**src/rtl/xbar_nxm.sv**
```systemverilog
// rtl/xbar_nxm.sv - N-master x M-slave request/acknowledge crossbar with per-slave round-robin arbitration
//
// Each slave port runs its own IDLE/BUSY/TOUT controller. Masters are routed to a slave
// by the top SW address bits. Undecodable addresses and slaves that stay busy too long
// are answered with an error acknowledge carrying ERR_DATA.
//
// Ports:
//   clk, reset                 rising-edge clock, synchronous active-high reset
//   master_req/cmd/addr/wdata  per-master request (cmd 0 = read, 1 = write), held until ack
//   master_rdata/ack/err       per-master completion pulse, read data, error qualifier
//   slave_req/cmd/addr/wdata   per-slave request forwarded from the granted master
//   slave_rdata/ack            per-slave read data and one-cycle completion
//   last_mas                   per-slave index of the last granted master
`timescale 1ns/1ps
module xbar_nxm #(
    parameter int          N_MASTERS = 2,
    parameter int          N_SLAVES  = 2,
    parameter int          AW        = 32,
    parameter int          DW        = 32,
    parameter int          TIMEOUT   = 16,
    parameter logic [31:0] ERR_DATA  = 32'hDEADBEEF,
    localparam int         SW        = (N_SLAVES > 2) ? $clog2(N_SLAVES) : 1,
    localparam int         LW        = $clog2(N_MASTERS)
) (
    input  logic                      clk,
    input  logic                      reset,
    input  logic [N_MASTERS-1:0]      master_req,
    input  logic [N_MASTERS-1:0]      master_cmd,
    input  logic [N_MASTERS*AW-1:0]   master_addr,
    input  logic [N_MASTERS*DW-1:0]   master_wdata,
    output logic [N_MASTERS*DW-1:0]   master_rdata,
    output logic [N_MASTERS-1:0]      master_ack,
    output logic [N_MASTERS-1:0]      master_err,
    output logic [N_SLAVES-1:0]       slave_req,
    output logic [N_SLAVES-1:0]       slave_cmd,
    output logic [N_SLAVES*AW-1:0]    slave_addr,
    output logic [N_SLAVES*DW-1:0]    slave_wdata,
    input  logic [N_SLAVES*DW-1:0]    slave_rdata,
    input  logic [N_SLAVES-1:0]       slave_ack,
    output logic [N_SLAVES*LW-1:0]    last_mas
);

    localparam int            CW    = (TIMEOUT > 1) ? $clog2(TIMEOUT) : 1;
    localparam logic [DW-1:0] ERR_W = DW'(ERR_DATA);

    typedef enum logic [1:0] {IDLE = 2'd0, BUSY = 2'd1, TOUT = 2'd2} state_t;

    state_t          state_q [N_SLAVES];
    state_t          state_d [N_SLAVES];
    logic [LW-1:0]   grant_q [N_SLAVES];
    logic [LW-1:0]   grant_d [N_SLAVES];
    logic [LW-1:0]   last_q  [N_SLAVES];
    logic [LW-1:0]   last_d  [N_SLAVES];
    logic [CW-1:0]   cnt_q   [N_SLAVES];
    logic [CW-1:0]   cnt_d   [N_SLAVES];
    logic [N_MASTERS-1:0] dec_err_q;
    logic [N_MASTERS-1:0] dec_err_d;

    logic [SW-1:0]        target [N_MASTERS];
    logic [N_MASTERS-1:0] bad_addr;
    logic [N_MASTERS-1:0] held;
    logic                 found;

    // Address decode and "already owned by some slave" flags
    always_comb begin
        held = '0;
        for (int m = 0; m < N_MASTERS; m++) begin
            target[m]   = master_addr[m*AW + AW - SW +: SW];
            bad_addr[m] = int'(target[m]) >= N_SLAVES;
            for (int s = 0; s < N_SLAVES; s++) begin
                if (state_q[s] != IDLE && grant_q[s] == LW'(m)) begin
                    held[m] = 1'b1;
                end
            end
        end
    end

    always_ff @(posedge clk) begin
        if (reset) begin
            for (int s = 0; s < N_SLAVES; s++) begin
                state_q[s] <= IDLE;
                grant_q[s] <= '0;
                last_q[s]  <= LW'(N_MASTERS - 1);
                cnt_q[s]   <= '0;
            end
            dec_err_q <= '0;
        end else begin
            for (int s = 0; s < N_SLAVES; s++) begin
                state_q[s] <= state_d[s];
                grant_q[s] <= grant_d[s];
                last_q[s]  <= last_d[s];
                cnt_q[s]   <= cnt_d[s];
            end
            dec_err_q <= dec_err_d;
        end
    end

    always_comb begin
        found = 1'b0;
        for (int s = 0; s < N_SLAVES; s++) begin
            state_d[s] = state_q[s];
            grant_d[s] = grant_q[s];
            last_d[s]  = last_q[s];
            cnt_d[s]   = cnt_q[s];
            unique case (state_q[s])
                IDLE: begin
                    // Rotating search starting one past the last winner
                    found = 1'b0;
                    for (int k = 1; k <= N_MASTERS; k++) begin
                        for (int m = 0; m < N_MASTERS; m++) begin
                            if (!found && m == (int'(last_q[s]) + k) % N_MASTERS &&
                                master_req[m] && !bad_addr[m] &&
                                int'(target[m]) == s && !held[m]) begin
                                found      = 1'b1;
                                grant_d[s] = LW'(m);
                                last_d[s]  = LW'(m);
                                state_d[s] = BUSY;
                                cnt_d[s]   = '0;
                            end
                        end
                    end
                end
                BUSY: begin
                    // An ack in the final allowed cycle still wins over the timeout
                    if (slave_ack[s]) begin
                        state_d[s] = IDLE;
                    end else begin
                        cnt_d[s] = cnt_q[s] + 1'b1;
                        if (TIMEOUT != 0 && cnt_q[s] == CW'(TIMEOUT - 1)) begin
                            state_d[s] = TOUT;
                        end
                    end
                end
                TOUT:    state_d[s] = IDLE;
                default: state_d[s] = IDLE;
            endcase
        end
        // One error pulse per request: the cycle after the pulse is masked
        dec_err_d = master_req & bad_addr & ~dec_err_q;
    end

    always_comb begin
        master_ack   = '0;
        master_err   = '0;
        master_rdata = '0;
        slave_req    = '0;
        slave_cmd    = '0;
        slave_addr   = '0;
        slave_wdata  = '0;
        last_mas     = '0;
        for (int s = 0; s < N_SLAVES; s++) begin
            last_mas[s*LW +: LW] = last_q[s];
            for (int m = 0; m < N_MASTERS; m++) begin
                if (grant_q[s] == LW'(m)) begin
                    if (state_q[s] == BUSY) begin
                        slave_req[s]              = 1'b1;
                        slave_cmd[s]              = master_cmd[m];
                        slave_addr[s*AW +: AW]    = master_addr[m*AW +: AW];
                        slave_wdata[s*DW +: DW]   = master_wdata[m*DW +: DW];
                        if (slave_ack[s]) begin
                            master_ack[m]           = 1'b1;
                            master_rdata[m*DW +: DW] = slave_rdata[s*DW +: DW];
                        end
                    end else if (state_q[s] == TOUT) begin
                        master_ack[m]            = 1'b1;
                        master_err[m]            = 1'b1;
                        master_rdata[m*DW +: DW] = ERR_W;
                    end
                end
            end
        end
        for (int m = 0; m < N_MASTERS; m++) begin
            if (dec_err_q[m]) begin
                master_ack[m]            = 1'b1;
                master_err[m]            = 1'b1;
                master_rdata[m*DW +: DW] = ERR_W;
            end
        end
    end

endmodule
```
**config.mk**
```make
export PLATFORM = sky130hd
export DESIGN_NAME = xbar_nxm
export DESIGN_NICKNAME = d
export VERILOG_FILES = /design/src/rtl/xbar_nxm.sv
export SDC_FILE = /design/constraint.sdc
export NUM_CORES = 1
export LEC_CHECK = 0
export CORE_AREA = 2 2 155 157
export CTS_CLUSTER_SIZE = 16
export DETAILED_ROUTE_END_ITERATION = 10
export DIE_AREA = 0 0 157 159
export PLACE_DENSITY = 0.55
export SYNTH_ARGS = -nofsm -noshare
export SYNTH_HDL_FRONTEND = slang
export SYNTH_SLANG_ARGS = --single-unit
```
**constraint.sdc**
```tcl
create_clock -name clk -period 1.85 [get_ports clk]
set_clock_uncertainty 0.05 [all_clocks]
set_input_delay 0.37 -clock clk [delete_from_list [all_inputs] [get_ports clk]]
set_output_delay 0.37 -clock clk [all_outputs]
set_load 0.01 [all_outputs]
```
# Word level (Yosys, flattened, before mapping)
# Memory sizes are Yosys's and may differ from the RTL's.
# Cells that the tools add are included.
# op_classes
add_sub_neg	6
n_eq_ne	10
muxes	140
bitwise_logic	16
n_reduce_logical	50
# op_table
operator	count
two-way mux 32 bit	29
logical NOT 32 bit	4
two-way mux 1 bit	81
two-way mux 4 bit	12
logical AND 1 bit	34
two-way mux 2 bit	14
case mux 4 bit (2 select lines)	2
adder 4 x 1 -> 4 bit (second input constant)	2
equality test 2 bit (first input constant)	4
equality test 4 bit (second input constant)	2
logical NOT 1 bit	8
bitwise OR 1 bit	8
case mux 2 bit (2 select lines)	2
adder 1 bit (second input constant)	4
AND 1 bit (first input constant)	4
equality test 2 x 1 -> 1 bit (second input constant)	2
equality test 2 bit (second input constant)	2
logical NOT 2 bit	2
NOT 1 bit	4
nonzero test 2 bit	2
# word_totals
ff_bits	0
mem_bits_rw	16
in_bits	200
output_inout_bits	202
word_cells	226
memories	4
# mem_list
name	words	width	read_ports	rd_clocked_by_memory_dff	wr	line_no	rtl
cnt_q	2	4	2	0	2	54	logic [CW-1:0] cnt_q [N_SLAVES];
state_q	2	2	2	0	2	48	state_t state_q [N_SLAVES];
grant_q	2	1	2	0	2	50	logic [LW-1:0] grant_q [N_SLAVES];
last_q	2	1	2	0	2	52	logic [LW-1:0] last_q [N_SLAVES];

# Depth between registers and ports, before layout
# An unclocked memory read counts as a cell.
# logic_depth
word_depth	31
mapped_depth	7
mapped_depth_nobuf	5

# Worst setup path after synthesis
# OpenSTA, ideal clock, no wires.
# synth_path
path_type	input port to output port
start	in slave_ack[1]
end	out master_rdata[14]
arrival_time_ns	1.482
t_required_ns	1.430
setup_slack_ns	-0.052
stages	5
path_buffers	1
path_cell_list	buf_2 -> nand3b_2 -> nand2_1 -> a2111oi_4 -> a22o_1
# synth_via
elab_chain_cells	3
# synth_rtl
item	line_no	rtl
start, declared	39	input logic [N_SLAVES-1:0] slave_ack,
two-way mux 32 bit	160	if (slave_ack[s]) begin
two-way mux 32 bit	155	if (state_q[s] == BUSY) begin
two-way mux 32 bit	154	if (grant_q[s] == LW'(m)) begin
end, declared	31	output logic [N_MASTERS*DW-1:0] master_rdata,
# Every way passes these cells.

==> impl_metrics.tcl <==
set metrics [dict create \
    ff2ff_path_depth 7 \
    ios 402 \
    clock_latency_ns 0.25 \
    yosys.area.top_type "mux2i_1" \
    min_path_cells 3 \
    path_clk_slew_ns 0.06 \
    async_flop_share 0 \
    gr-total-overflow 0 \
    crit_cells 8 \
    grt_pass1_vias 6345 \
    crit_type "reg -> out" \
    grt_pass1_wl_um 38500 \
    start_util 0.1605 \
    fin_crit_ns 2.228 \
    r2r-end "grant_q[0][0]" \
    dieArea_um2 24960 \
    period_share 1.204 \
    dp.cells 1292 \
    min_path_type "in -> reg" \
    drtPass1Iterations 4 \
    slew_headroom 0.7487 \
    ys_warn_count 0 \
    hold_viol 0 \
    die_x_um 157 \
    violations "negative setup slack" \
    synth_edf_count 0 \
    syn_avg_cell_area_um2 6.731 \
    drive_gt1_frac 0.6360 \
    cp-end-kind "output pin" \
    p_seq_frac 0.084 \
    p_leak_uw 0.004995 \
    swShare 0.3947 \
    num_vias 6815 \
    clkPwrFrac 0.107 \
    utilization 0.5440 \
    place.gp.congestion 0.8318 \
    synth_nets 755 \
    hold_buffers 0 \
    ys_ff_latch 16 \
    netlist_top_cells_area "mux2i_1 (35%), nor2_1 (17%), dfxtp_1 (8.6%), o22ai_1 (8.4%), buf_2 (4.6%)" \
    clock.fmax_mhz 448.8 \
    pwr-share-comb 0.809 \
    layout.nets 1324 \
    worst_pin_slew_ns 0.3758 \
    rsz0062_at_grt "yes" \
    clockBufferDepth 2 \
    path_delay_family "buffers and inverters" \
    fin_ws_ns -0.3782 \
    drc 0 \
    worstSetupStartpointType "register" \
    hpwlAfterDp_um 19180 \
    cp_max_fo 5 \
    cts_tree "done" \
    hp-start "slave_ack[0]" \
    ys.flop_type "dfxtp_1" \
    grt_usage 0.1998 \
    post_drt_wl_per_cell_um 21.27 \
    power.internal_uw 2722 \
    ir_drop_mv 0.3057 \
    htree_levels 1 \
    max_stage_delay_ns 0.37 \
    reg2reg_from "grant_q[0][1]" \
    cts_buffers 3 \
    r2r_setup_slack_ns 0 \
    dieHeight_um 159 \
    finalInstanceArea_um2 12620 \
    antenna_found_initial 2 \
    routed_via_density 4.729 \
    placed_area_um2 8588 \
    slew_viol_final 0 \
    path_cells "nand3b_4 -> nand2_4 -> a2111oi_4 -> buf_4 -> buf_6 -> buf_6 -> a22o_1 -> buf_2" \
    synth_area_um2 3722 \
    status "finished with violations" \
    synth_top_area_share 0.3496 \
    cts_root_buffer "clkbuf_16" \
    crit_slowest_cell "dfxtp_4" \
    cpMostUsedCell "buf_6" \
    holdPathEnd "state_q[0][1]" \
    design.core.area_um2 23190 \
    crit_arrival_ns 1.81 \
    ys_seq_area_frac 0.08605 \
    cts.sinks 16 \
    layout.cells.non_filler 1441 \
    powerDensity_nw_per_um2 356.3 \
    synth_cells 553 \
    setup_violations 196 \
    crit_buf_inv 4 \
    power.switching_uw 1774 \
    drtIter0Drc 341 \
    num_rows 56 \
    portBuffers 401 \
    synth.distinct_cells 51 \
    required_ns 1.43 \
    routed_wl_um 30650 \
    antenna_violating_nets_post_route 0 \
    area_delta_synth_final_pct 239.0 \
    grt_max_degree 30 \
    cap_violations 0 \
]
flip-flops by register name (all words and copies together) (netlist names):
| register | cells |
|---|---|
| state_q | 4 |
| grant_q | 2 |
| last_q | 2 |
| cnt_q | 8 |
cell families after synthesis:
kind of cell | after synthesis | share of synthesized area
muxes | 130 | 0.3496
DFF | 16 | 0.08605
adders and majority gates | 2 | 0.006722
buffers and inverters | 63 | 0.07798
AOI/OAI and AO/OA | 131 | 0.2360
and+or+nand+nor | 211 | 0.2437
Yosys cell counts, types with 2 or more instances:
cell type / count
o31ai_1: 2
a21o_1: 4
nand2b_1: 8
o32ai_1: 2
o22ai_1: 50
inv_1: 5
nand2_1: 7
and3_1: 2
mux2i_1: 130
nor2_1: 165
buf_2: 34
nand4b_1: 2
clkbuf_1: 15
o21ai_0: 6
and2_1: 4
o21ai_1: 2
a22o_1: 16
dfxtp_1: 16
buf_1: 6
a31oi_1: 2
ha_1: 2
nor3_1: 2
a211o_1: 2
a21oi_1: 33
nand3_1: 5
nor2b_1: 2
o2bb2ai_1: 3
or3_1: 2
nor4_1: 2
repair_timing:
action / 4_1_cts / 5_1_grt
pin swaps: 51 / 114
gates resized for setup: 947 / 598
endpoints found under the setup margin: 205 / 201
cloned: 18 / 17
setup buffers: 53 / 66
per-layer routing:
metal | GRT usage | share of wire | vias to the layer above | routed length (µm)
met5 | 0 | 0.00036 | - | 11
met4 | 0.07131 | 0.036 | 2 | 1089
met3 | 0.04164 | 0.071 | 54 | 2162
met2 | 0.3808 | 0.53 | 320 | 16280
met1 | 0.2133 | 0.36 | 3294 | 11110
li1 | - | - | 3145 | -
worst reg2reg max path: stages (launching register included):
cell	delay [ns]
dfxtp_4	0.36
buf_12	0.13
buf_12	0.14
clkbuf_16	0.16
o21a_1	0.13
or4b_1	0.50
a21o_1	0.17
a21oi_1	0.12
power by group through the flow:
stage	Combinational (µW)	Clock, µW	Sequential (µW)
after floorplan	853	0	378
after global placement	2170	0	384
after detailed placement	2170	0	384
after CTS	2540	487	380
after global routing	3790	503	380
final	3640	480	378
cells in the final DEF, fill, tap and decap left out, types with 3 or more instances in the layout:
cell type / instances
clkbuf_16: 19
clkdlybuf4s50_1: 198
a21oi_2: 7
buf_12: 35
a22o_1: 16
nand2b_4: 3
mux2i_4: 27
o22ai_2: 36
a21oi_4: 17
mux2i_2: 26
nand2_1: 5
o22ai_4: 5
a21o_1: 3
dfxtp_4: 4
dfxtp_1: 10
nand3_1: 5
buf_2: 88
buf_4: 79
nor2_2: 29
buf_6: 173
o21ai_0: 3
nand2b_1: 5
o22ai_1: 9
buf_8: 13
o2bb2ai_1: 3
nor2_1: 30
mux2i_1: 77
and2_1: 4
buf_16: 14
inv_4: 3
o21ai_2: 3
nor2_4: 109
a21oi_1: 9
stage by stage:
stage | setup TNS (ns) | power (µW) | setup slack (ns) | hold slack (ns)
floorplan | 0 | 1231 | 0.00007128 | 0.3979
global placement | -84.44 | 2550 | -0.9414 | 0.4389
detailed placement | -85.72 | 2550 | -0.9617 | 0.4369
CTS | -24.15 | 3411 | -0.3360 | 0.4446
global route | -47.77 | 4678 | -0.4636 | 0.4422
finish | -39.54 | 4496 | -0.3782 | 0.4185
final cells by class:
| class | count | area (µm²) |
|---|---|---|
| fill | 1972 | 10580 |
| timing repair buffer | 620 | 6684 |
| multi-input combinational | 475 | 5075 |
| tap | 319 | 399.1 |
| sequential | 16 | 337.8 |
| clock buffer | 4 | 88.84 |
| inverter | 6 | 30.03 |
| antenna | 1 | 2.502 |
how the worst max path moves through the flow:
stage,start,endpoint,slack [ns]
3_5_place_dp,slave_ack[1],master_rdata[19],-0.96
4_1_cts,state_q[0][3],master_rdata[20],-0.34
6_report,state_q[0][3],master_rdata[20],-0.38
2_1_floorplan,slave_ack[1],master_rdata[10],0.00007
3_3_place_gp,slave_ack[1],master_rdata[20],-0.94
5_1_grt,state_q[0][3],master_rdata[20],-0.46
Power figures use the tool's default switching activity.
